## config.mk

```make
export PLATFORM = sky130hd
export DESIGN_NAME = fir_coeff_loader
export DESIGN_NICKNAME = d
export VERILOG_FILES = /design/src/rtl/fir_coeff_loader.sv
export SDC_FILE = /design/constraint.sdc
export NUM_CORES = 1
export LEC_CHECK = 0
export CAP_MARGIN = 10
export CORE_MARGIN = 10
export CORE_UTILIZATION = 40
export CTS_CLUSTER_SIZE = 24
export DETAILED_ROUTE_END_ITERATION = 12
export DONT_BUFFER_PORTS = 1
export HOLD_SLACK_MARGIN = 0.08
export PLACE_DENSITY = 0.58
export SETUP_SLACK_MARGIN = 0.5
export SYNTH_ARGS = -nofsm -noshare
export SYNTH_HDL_FRONTEND = slang
export SYNTH_SLANG_ARGS = --single-unit
```

## constraint.sdc

```tcl
create_clock -name clk -period 1.8 [get_ports clk]
set_input_delay 0.36 -clock clk [delete_from_list [all_inputs] [get_ports clk]]
set_output_delay 0.36 -clock clk [all_outputs]
set_load 0.01 [all_outputs]
```

## src/rtl/fir_coeff_loader.sv

```systemverilog
// Purpose : stages signed FIR coefficients and serialises them MSB-first into the filter's bit-serial load port.
// Latency : commit at edge k with filter idle -> coeff_load high k+2..k+NBits+1, load_done pulse at k+NBits+2.
// Backpr. : waits in WAIT while fir_busy; commits arriving mid-load collapse into one pending reload.
// Optional: FIR_COEFF_READBACK_EN adds a combinational staging-bank read port (rd_addr/rd_data).
module fir_coeff_loader #(
   parameter int   DataWidth = 12,
   parameter int   NCoeffs   = 5,
   localparam int  AddrWidth = $clog2(NCoeffs)
) (
   input  logic                 clk,
   input  logic                 rst,
   input  logic                 wr_en,
   input  logic [AddrWidth-1:0] wr_addr,
   input  logic [DataWidth-1:0] wr_data,
`ifdef FIR_COEFF_READBACK_EN
   input  logic [AddrWidth-1:0] rd_addr,
   output logic [DataWidth-1:0] rd_data,
`endif
   input  logic                 cfg_sym,
   input  logic                 commit,
   input  logic                 fir_busy,
   output logic                 coeff_load,
   output logic                 coeff_bit,
   output logic                 sym_coeffs,
   output logic                 hold,
   output logic                 load_done
);

   localparam int NBits    = DataWidth * NCoeffs;
   localparam int CntWidth = $clog2(NBits);
   localparam logic [CntWidth-1:0]  LastBit  = CntWidth'(NBits - 1);
   localparam logic [AddrWidth:0]   NCoeffsA = (AddrWidth + 1)'(NCoeffs);

   typedef enum logic [1:0] {IDLE, WAIT, SHIFT, DONE} state_t;

   logic [DataWidth-1:0] bank [NCoeffs];
   logic [NBits-1:0]     shift_q;
   logic [NBits-1:0]     snap;
   logic [CntWidth-1:0]  bit_cnt;
   logic                 sym_shadow;
   logic                 pending;
   logic                 wr_ok;
   state_t               state;

   // Out-of-range staging addresses are dropped rather than aliased.
   assign wr_ok = wr_en && ({1'b0, wr_addr} < NCoeffsA);

   // Staging bank: host writes land here at any time; the shifter works from its own copy.
   always_ff @(posedge clk) begin
      if (rst) begin
         for (int i = 0; i < NCoeffs; i++) bank[i] <= '0;
      end else if (wr_ok) begin
         bank[wr_addr] <= wr_data;
      end
   end

   // Bank image for a snapshot, with a same-cycle write passed straight through.
   // bank[NCoeffs-1] sits in the top bits so it leaves the shifter first.
   always_comb begin
      snap = '0;
      for (int i = 0; i < NCoeffs; i++) begin
         snap[i*DataWidth +: DataWidth] = (wr_ok && (wr_addr == AddrWidth'(i))) ? wr_data : bank[i];
      end
   end

`ifdef FIR_COEFF_READBACK_EN
   // Host readback of the staging bank; unused addresses read as zero.
   always_comb begin
      rd_data = '0;
      if ({1'b0, rd_addr} < NCoeffsA) rd_data = bank[rd_addr];
   end
`endif

   // Load sequencer: snapshot, wait for the filter to go idle, shift every bit, then report.
   always_ff @(posedge clk) begin
      if (rst) begin
         state      <= IDLE;
         shift_q    <= '0;
         bit_cnt    <= '0;
         sym_shadow <= 1'b0;
         pending    <= 1'b0;
         coeff_load <= 1'b0;
         coeff_bit  <= 1'b0;
         sym_coeffs <= 1'b0;
         hold       <= 1'b0;
         load_done  <= 1'b0;
      end else begin
         load_done <= 1'b0;
         case (state)
            IDLE: begin
               if (commit) begin
                  state      <= WAIT;
                  shift_q    <= snap;
                  sym_shadow <= cfg_sym;
                  hold       <= 1'b1;
               end
            end
            WAIT: begin
               if (commit) pending <= 1'b1;
               if (!fir_busy) begin
                  state      <= SHIFT;
                  bit_cnt    <= '0;
                  coeff_load <= 1'b1;
                  coeff_bit  <= shift_q[NBits-1];
                  shift_q    <= {shift_q[NBits-2:0], 1'b0};
               end
            end
            SHIFT: begin
               // fir_busy is not looked at here: hold already keeps the filter from starting.
               if (commit) pending <= 1'b1;
               if (bit_cnt == LastBit) begin
                  state      <= DONE;
                  coeff_load <= 1'b0;
                  coeff_bit  <= 1'b0;
                  load_done  <= 1'b1;
                  sym_coeffs <= sym_shadow;
               end else begin
                  bit_cnt    <= bit_cnt + CntWidth'(1);
                  coeff_bit  <= shift_q[NBits-1];
                  shift_q    <= {shift_q[NBits-2:0], 1'b0};
               end
            end
            DONE: begin
               // A commit seen during the load (or right now) restarts from a fresh snapshot.
               if (pending || commit) begin
                  state      <= WAIT;
                  shift_q    <= snap;
                  sym_shadow <= cfg_sym;
                  pending    <= 1'b0;
               end else begin
                  state      <= IDLE;
                  hold       <= 1'b0;
               end
            end
            default: state <= IDLE;
         endcase
      end
   end

endmodule

```

==> results by group, run 1 <==
Run status
  • Outcome: finished, final reports clean

Routing
  • Iter 0 DRT Violations: 304
  • DRC violations left: 0
  • Overall via count from detail_route: around 4,500
  • TritonRoute pass-1 iters: 5
  • Antenna viol nets, final: 0
  • Routed length per placed instance: 19.14 um
  • Vias per std cell: 5.491
  • Detailed Route WL: 15,540 um

Setup path
  • Sort of element at the end of the critical path: flip-flop
  • Type of origin of the critical path: flip-flop
  • Arrival time at the worst endpoint: 2060 ps
  • Required arrival time at the worst endpoint: 2110 ps
  • Critical path type: reg -> reg
  • Largest driver fanout on the critical path: 15

Layout
  • Register area: 3316 sq um
  • Final core occ: around 50%
  • ANT cells: 0
  • Area occupied by multi-input gates: between 2000 and 3000 sq um
  • Ratio of cells with drive above 1 in the final layout: 19.97%
  • Area growth syn-to-layout: 20.56%
  • Final layout net count: 614
  • Final-layout fill cell count: ~1,400

Timing
  • Post-layout min period: 1754 ps
  • Clk_skew: about 9 ps
  • Total of endpoints with negative setup slack in the final report: 0
  • Least setup slack across all paths after layout: roughly 46 ps
  • Final clock period utilization by the worst path: 97.44%
  • Actual transition at the worst max-transition pin: roughly 530 ps
  • Relative slew slack: ~64%
  • Max-slew violations: 0
  • Top achievable clock speed: 570.2 MHz
  • Hold Violations, Final: 0
  • Setup Total Neg Slack: 0 ps
  • RSZ-0062 raised after global routing: yes
  • Final hold slack: 122.0 ps

Placement
  • Worst setup slack after placement: 12.96 ps
  • Final weighted congestion in routability-driven placement: 0.7809
  • HPWL Detailed: 8175 um
  • # port buffers: 0

Pwr
  • Fraction of power consumed by sequential logic: 37.1%
  • Switching share of total power: 32.55%
  • Combinational share of power: 31.1%
  • Static leakage power: 2.915 nW
  • Cell-internal power: 7.855 mW
  • Power dissipated by switching net loads: around 3.8 mW
  • Overall power: 11.65 mW
  • VDD IR max: 0.7410 mV
  • Fraction of power consumed by the clock network: a little under a third
  • Power per Cell Area: 1528 nW/um^2

Synth
  • Count of flip-flops with a built-in enable after synthesis: 60
  • Warnings from Yosys: 0
  • Cell accounting for the most synthesized area: edfxtp_1
  • Mean Syn Cell Area: 10.79 sq um
  • Part of the Yosys area used for sequential elements: 52.25%
  • List of most frequent post-synthesis cells: dfxtp_1 (75), nand2_1 (69), o21ai_0 (65), mux2i_1 (61)
  • Largest cells by area after synthesis: edfxtp_1 (28%), dfxtp_1 (24%), mux2i_1 (9.7%)
  • Yosys top cell area share: 28.50%
  • Synthesized net count: 612
  • Ys async rst share: 0%
  • Top-count cell post-synth: dfxtp_1
  • Post-synthesis instance area: 6322 sq um
  • Mapped Cells: 586
  • Register bit count reported by yosys: roughly 140
  • Dominant synthesized flop cell: dfxtp_1
  • Distinct cells, synth: 44

Clocking
  • Buffer type at the clock tree root: clkbuf_16
  • Number of buffers on the longest clock path: 2
  • CTS tree: done
  • Clock latency of the later-clocked register in the worst-skew pair: around 420 ps
  • Number of H-tree levels: 4
  • Post-CTS clock slew at the launch and capture registers of the worst setup and hold paths: 60 ps
  • Num Clock Sinks: 135
  • Cts bufs inserted: 17

Floorplan
  • Die height: 145.7 um
  • Initial Utilization: 41.13%
  • Width of the chip: 145.7 um
  • Area of the die: 21,230 sq um
  • Placeable core area: approximately 15,000 sq um
  • Num rows: 45
  • I/O pin total: 26

Global routing
  • Largest net degree at the start of global routing: 52
  • Remaining global-route overflow: 0
  • Antenna violations before repair: 0
  • First-pass GRT wire length: 25,300 um
  • Total track usage: 14.72%
  • Number of global-route vias before repair: 4,522

Job
  • Max-capacitance violation count: 0

Hold path
  • Path category of the worst min-delay check: in -> reg
==> final cells by class <==
cell class	count	area share [%]
inverter	9	0.5089
clock buffer	19	6.090
timing repair buffer	43	7.567
sequential	135	43.50
tap	211	3.464
multi-input combinational	382	36.70
clock inverter	13	2.167
==> layout by cell type (no fill, tap or decap), types with 3 or more instances in the layout <==
cell / synthesis / final
nor2_1: 11 / 9
buf_16: 0 / 4
inv_1: 8 / 5
a21oi_1: 8 / 6
dfxtp_2: 0 / 4
o21ai_0: 65 / 62
inv_6: 0 / 4
clkbuf_16: 0 / 19
and2_1: 13 / 13
or2_4: 0 / 5
buf_4: 5 / 20
mux2i_1: 61 / 61
nand2_1: 69 / 65
o31a_1: 4 / 3
and3_1: 48 / 48
and4bb_2: 3 / 3
clkinv_2: 0 / 3
ha_4: 0 / 4
nand2_2: 1 / 3
bufinv_16: 0 / 3
buf_6: 17 / 5
edfxtp_1: 60 / 60
a22o_1: 60 / 60
buf_12: 0 / 10
dfxtp_1: 75 / 69
==> final timing paths <==
| path | startpoint | end | slack, ps | depth (start not counted) |
|---|---|---|---|---|
| worst max-delay path | state[0]$_SDFFE_PP0P_ | shift_q[18]$_SDFFE_PP0P_ | 50 | 7 |
| worst min register to register | sym_shadow$_SDFFE_PP0P_ | sym_coeffs$_SDFFE_PP0P_ | 460 | 2 |
| worst min-delay path | commit | hold$_SDFFE_PP0P_ | 120 | 2 |
| worst max register to register | state[0]$_SDFFE_PP0P_ | shift_q[18]$_SDFFE_PP0P_ | 50 | 7 |
==> cell families after synthesis <==
family	after synthesis	share of synthesized area, %
adders and majority gates	5	0.9895
DFF	135	52.25
AOI/OAI and AO/OA	145	15.71
muxes	61	9.658
xor gates and xnor gates	2	0.2771
and+or+nand+nor	169	14.41
buffers and inverters	69	6.709
==> power groups by stage <==
stage | sequential [mW] | combinational [mW] | clock, mW
floorplan | 4.26 | 2.49 | 0
finish | 4.32 | 3.62 | 3.70
global route | 4.40 | 4.01 | 3.88
global placement | 4.35 | 2.94 | 0
CTS | 4.31 | 3.45 | 3.75
detailed placement | 4.36 | 3.02 | 0
==> stage by stage <==
step | area [sq um] | std cells
final | 7622 | 812
after global routing | 7622 | 812
after CTS | 7506 | 804
after detailed placement | 6589 | 752
after global placement | 6589 | 752
after floorplan | 6568 | 586
==> metal layers <==
layer / global-route usage [%] / wire [um]
met5: 0 / 0
met4: 5.814 / 292
met3: 3.726 / 738
met2: 22.59 / 7101
met1: 19.37 / 7412
==> state kept, by name, summed over array words and instances (netlist names) <==
name,flops
bank,60
shift_q,60
bit_cnt,6
state,2
coeff_bit,1
coeff_load,1
hold,1
load_done,1
pending,1
sym_coeffs,1
sym_shadow,1
==> timing repair <==
action                                 CTS  global route
hold buffers                             2             0
gates resized for setup                 18            10
pin swaps                                6            10
gates cloned                             5             1
buffers inserted                        13             7
endpoints found under the hold margin   10             0
setup endpoints to repair               70            86
==> worst max-delay path, cell delays in order, from the launching register on <==
cell and delay (ps):
dfxtp_4 390, inv_4 60, ha_4 170, nand3_4 90, nor2_4 60, o31a_4 440, clkbuf_16 220, a22o_1 200
No activity file was read; power rests on OpenSTA's default activity.
==> run 2: changes to the inputs <==
Settings changed: ABC_AREA set to 1.
==> run 2 against run 1 <==
Sequential share of layout area decreased by 4.7 points. Count of clock-buffer cells in the layout decreased by 2. Non-clock buffer count increased by 14. Critical path depth increased by 2. Sequential cell count unchanged. Critical path type unchanged.
==> results by group, run 2 <==
Layout
  • ANT cells: 0
  • Area growth syn-to-layout: 28.73%
  • Most common library cell in the layout ignoring fill and taps: nand2_1
  • Final layout net count: 950
  • Ratio of cells with drive above 1 in the final layout: 21.24%
  • Biggest regs: bank (60), shift_q (60), bit_cnt (6)
  • Commonest cells after routing, fill and taps aside: nand2_1 (270), nor2_1 (142), dfxtp_1 (71), edfxtp_1 (60), o21ai_1 (58)

Clocking
  • Clock latency of the later-clocked register in the worst-skew pair: 430 ps
  • Buffer type at the clock tree root: clkbuf_16
  • Number of buffers on the longest clock path: 2
  • Post-CTS clock slew at the launch and capture registers of the worst setup and hold paths: around 60 ps
  • Num Clock Sinks: 135
  • CTS tree: done
  • Number of H-tree levels: 4
  • Cts bufs inserted: 17

Synth
  • Part of the Yosys area used for sequential elements: around half
  • List of most frequent post-synthesis cells: nand2_1 (285), nor2_1 (147), o21ai_1 (84), dfxtp_1 (75), edfxtp_1 (60)
  • Cell accounting for the most synthesized area: edfxtp_1
  • Mapped Cells: about 900
  • Register bit count reported by yosys: 135
  • Warnings from Yosys: 0
  • Mean Syn Cell Area: 7.398 sq um
  • Synthesized net count: 923
  • Yosys top cell area share: 27.15%
  • Largest cells by area after synthesis: edfxtp_1 (27%), dfxtp_1 (23%), nand2_1 (16%)
  • Distinct cells, synth: 33
  • Top-count cell post-synth: nand2_1
  • Dominant synthesized flop cell: dfxtp_1
  • Ys async rst share: 0%
  • Count of flip-flops with a built-in enable after synthesis: 60
  • Post-synthesis instance area: 6636 sq um

Routing
  • TritonRoute pass-1 iters: 7
  • Detailed Route WL: between 15,000 and 20,000 um
  • Routed length per placed instance: 15.61 um
  • Antenna viol nets, final: 0
  • Vias per std cell: 4.999
  • DRC violations left: 0
  • Overall via count from detail_route: 5,784
  • Iter 0 DRT Violations: 558

Timing
  • RSZ-0062 raised after global routing: yes
  • Relative slew slack: 68.14%
  • Post-layout min period: 1528 ps
  • Actual transition at the worst max-transition pin: 476.2 ps
  • Least setup slack across all paths after layout: 272.0 ps
  • Final hold slack: 106.5 ps
  • Top achievable clock speed: 654.5 MHz
  • Total of endpoints with negative setup slack in the final report: 0
  • Final clock period utilization by the worst path: 84.89%
  • Setup Total Neg Slack: 0 ps
  • Hold Violations, Final: 0
  • Clk_skew: ~9.4 ps
  • Max-slew violations: 0

Job
  • Max-capacitance violation count: 0

Pwr
  • Power dissipated by switching net loads: 5.716 mW
  • Switching share of total power: between 30% and 40%
  • Fraction of power consumed by the clock network: 26.1%
  • Static leakage power: 3.663 nW
  • Cell-internal power: 9.627 mW
  • Power per Cell Area: about 1800 nW/um^2
  • Fraction of power consumed by sequential logic: 28.9%
  • VDD IR max: 0.9749 mV
  • Combinational share of power: between 40 and 50%

Setup path
  • Largest driver fanout on the critical path: 10
  • Arrival time at the worst endpoint: 1890 ps
  • Sort of element at the end of the critical path: flip-flop
  • Critical path type: reg -> reg
  • Required arrival time at the worst endpoint: 2160 ps
  • Type of origin of the critical path: flip-flop

Global routing
  • Remaining global-route overflow: 0
  • Number of global-route vias before repair: 5,224
  • First-pass GRT wire length: 28,430 um
  • Antenna violations before repair: 0
  • Total track usage: 16.28%
  • Largest net degree at the start of global routing: 35

Hold path
  • Path category of the worst min-delay check: in -> reg

Floorplan
  • Initial Utilization: 40.45%
  • Width of the chip: between 100 and 150 um
  • Area of the die: 22,140 sq um
  • Die height: between 100 and 150 um
  • Placeable core area: 16,410 sq um
  • Num rows: 47
  • I/O pin total: 26

Run status
  • Outcome: finished, final reports clean

Placement
  • HPWL Detailed: approximately 11,000 um
  • Worst setup slack after placement: 185.8 ps
  • # port buffers: 0
  • Final weighted congestion in routability-driven placement: just over 0.8
-- run 2: cell count changes in the layout (fill, tap and decap cells not counted), moves of 13 or more --
cell,delta
buf_4,+13
nand2_1,+205
a21oi_1,+25
o21ai_2,+28
nor2_1,+133
inv_1,+40
and3_1,-48
mux2i_1,-61
o21ai_0,-61
nand3_1,+35
o21ai_1,+56
a22o_1,-60
nand3_2,+13
-- run 2: area by class of cell --
class                           count  area [sq um]
Fill cell                        1567          7864
Timing Repair Buffer               57         685.7
Clock buffer                       17         425.4
Timing Repair inverter              2         15.01
Tap cell                          220         275.3
Sequential cell                   135          3318
Multi-Input combinational cell    641          3278
Inverter                           70         292.8
Clock inverter                     15         252.7
-- run 2: metrics by stage --
| step | std cells | util (%) | instance area, sq um | power [mW] |
|---|---|---|---|---|
| 2_1_floorplan | 897 | - | 6998 | 8.315 |
| 3_3_place_gp | 1096 | 43.70 | 7171 | 9.324 |
| 3_5_place_dp | 1096 | 43.70 | 7171 | 9.343 |
| 4_1_cts | 1144 | 49.69 | 8153 | 14.40 |
| 5_1_grt | 1157 | 52.07 | 8543 | 16.33 |
| 6_report | 1157 | 52.07 | 8543 | 15.34 |
-- run 2: critical path, stage by stage (launching register included) --
cell and delay, ps:
dfxtp_4 370, ha_2 210, inv_2 90, nor2_4 50, nor2_4 160, nand2_8 110
inv_12 120, clkbuf_16 170, o21ai_1 60, nor2_1 120
-- run 2: logic make-up (layout without fill, tap and decap cells) --
group,Yosys count,count (layout),share of synthesized area (%)
adders and majority gates,5,5,0.9427
xor gates and xnor gates,1,1,0.1320
DFF,135,135,49.77
buffers and inverters,121,161,8.220
and+or+nand+nor,508,508,31.18
AOI/OAI and AO/OA,127,127,9.748
-- run 2: worst paths after layout --
path	from	endpoint	slack, ps	cells after the start
setup / recovery	state[0]$_SDFFE_PP0P_	shift_q[27]$_SDFFE_PP0P_	270	9
hold / removal	cfg_sym	sym_shadow$_SDFFE_PP0P_	110	2
setup reg to reg	state[0]$_SDFFE_PP0P_	shift_q[27]$_SDFFE_PP0P_	270	9
hold reg to reg	shift_q[11]$_SDFFE_PP0P_	shift_q[11]$_SDFFE_PP0P_	460	2
-- run 2: routing by layer --
metal  up-vias  track usage (%)  part of all wire, %
li1       2927                -                    -
met1      2702            24.01                   49
met2       140            23.35                   45
met3        15            3.277                  5.1
met4         0            4.907                  1.2
met5         -                0                    0
-- run 2: power by group through the flow --
stage,sequential (mW),combinational (mW),clock [mW]
final,4.43,6.90,4.01
after global routing,4.53,7.62,4.19
after CTS,4.36,5.98,4.06
after detailed placement,4.41,4.93,0
after global placement,4.41,4.91,0
after floorplan,4.32,4.00,0
-- run 2: timing repair --
item | CTS | global route
hold buffers | 2 | 0
gates cloned | 2 | 4
hold endpoints to repair | 33 | 0
pin swaps | 3 | 19
gates resized for setup | 29 | 63
endpoints found under the setup margin | 70 | 75
setup buffers | 12 | 9
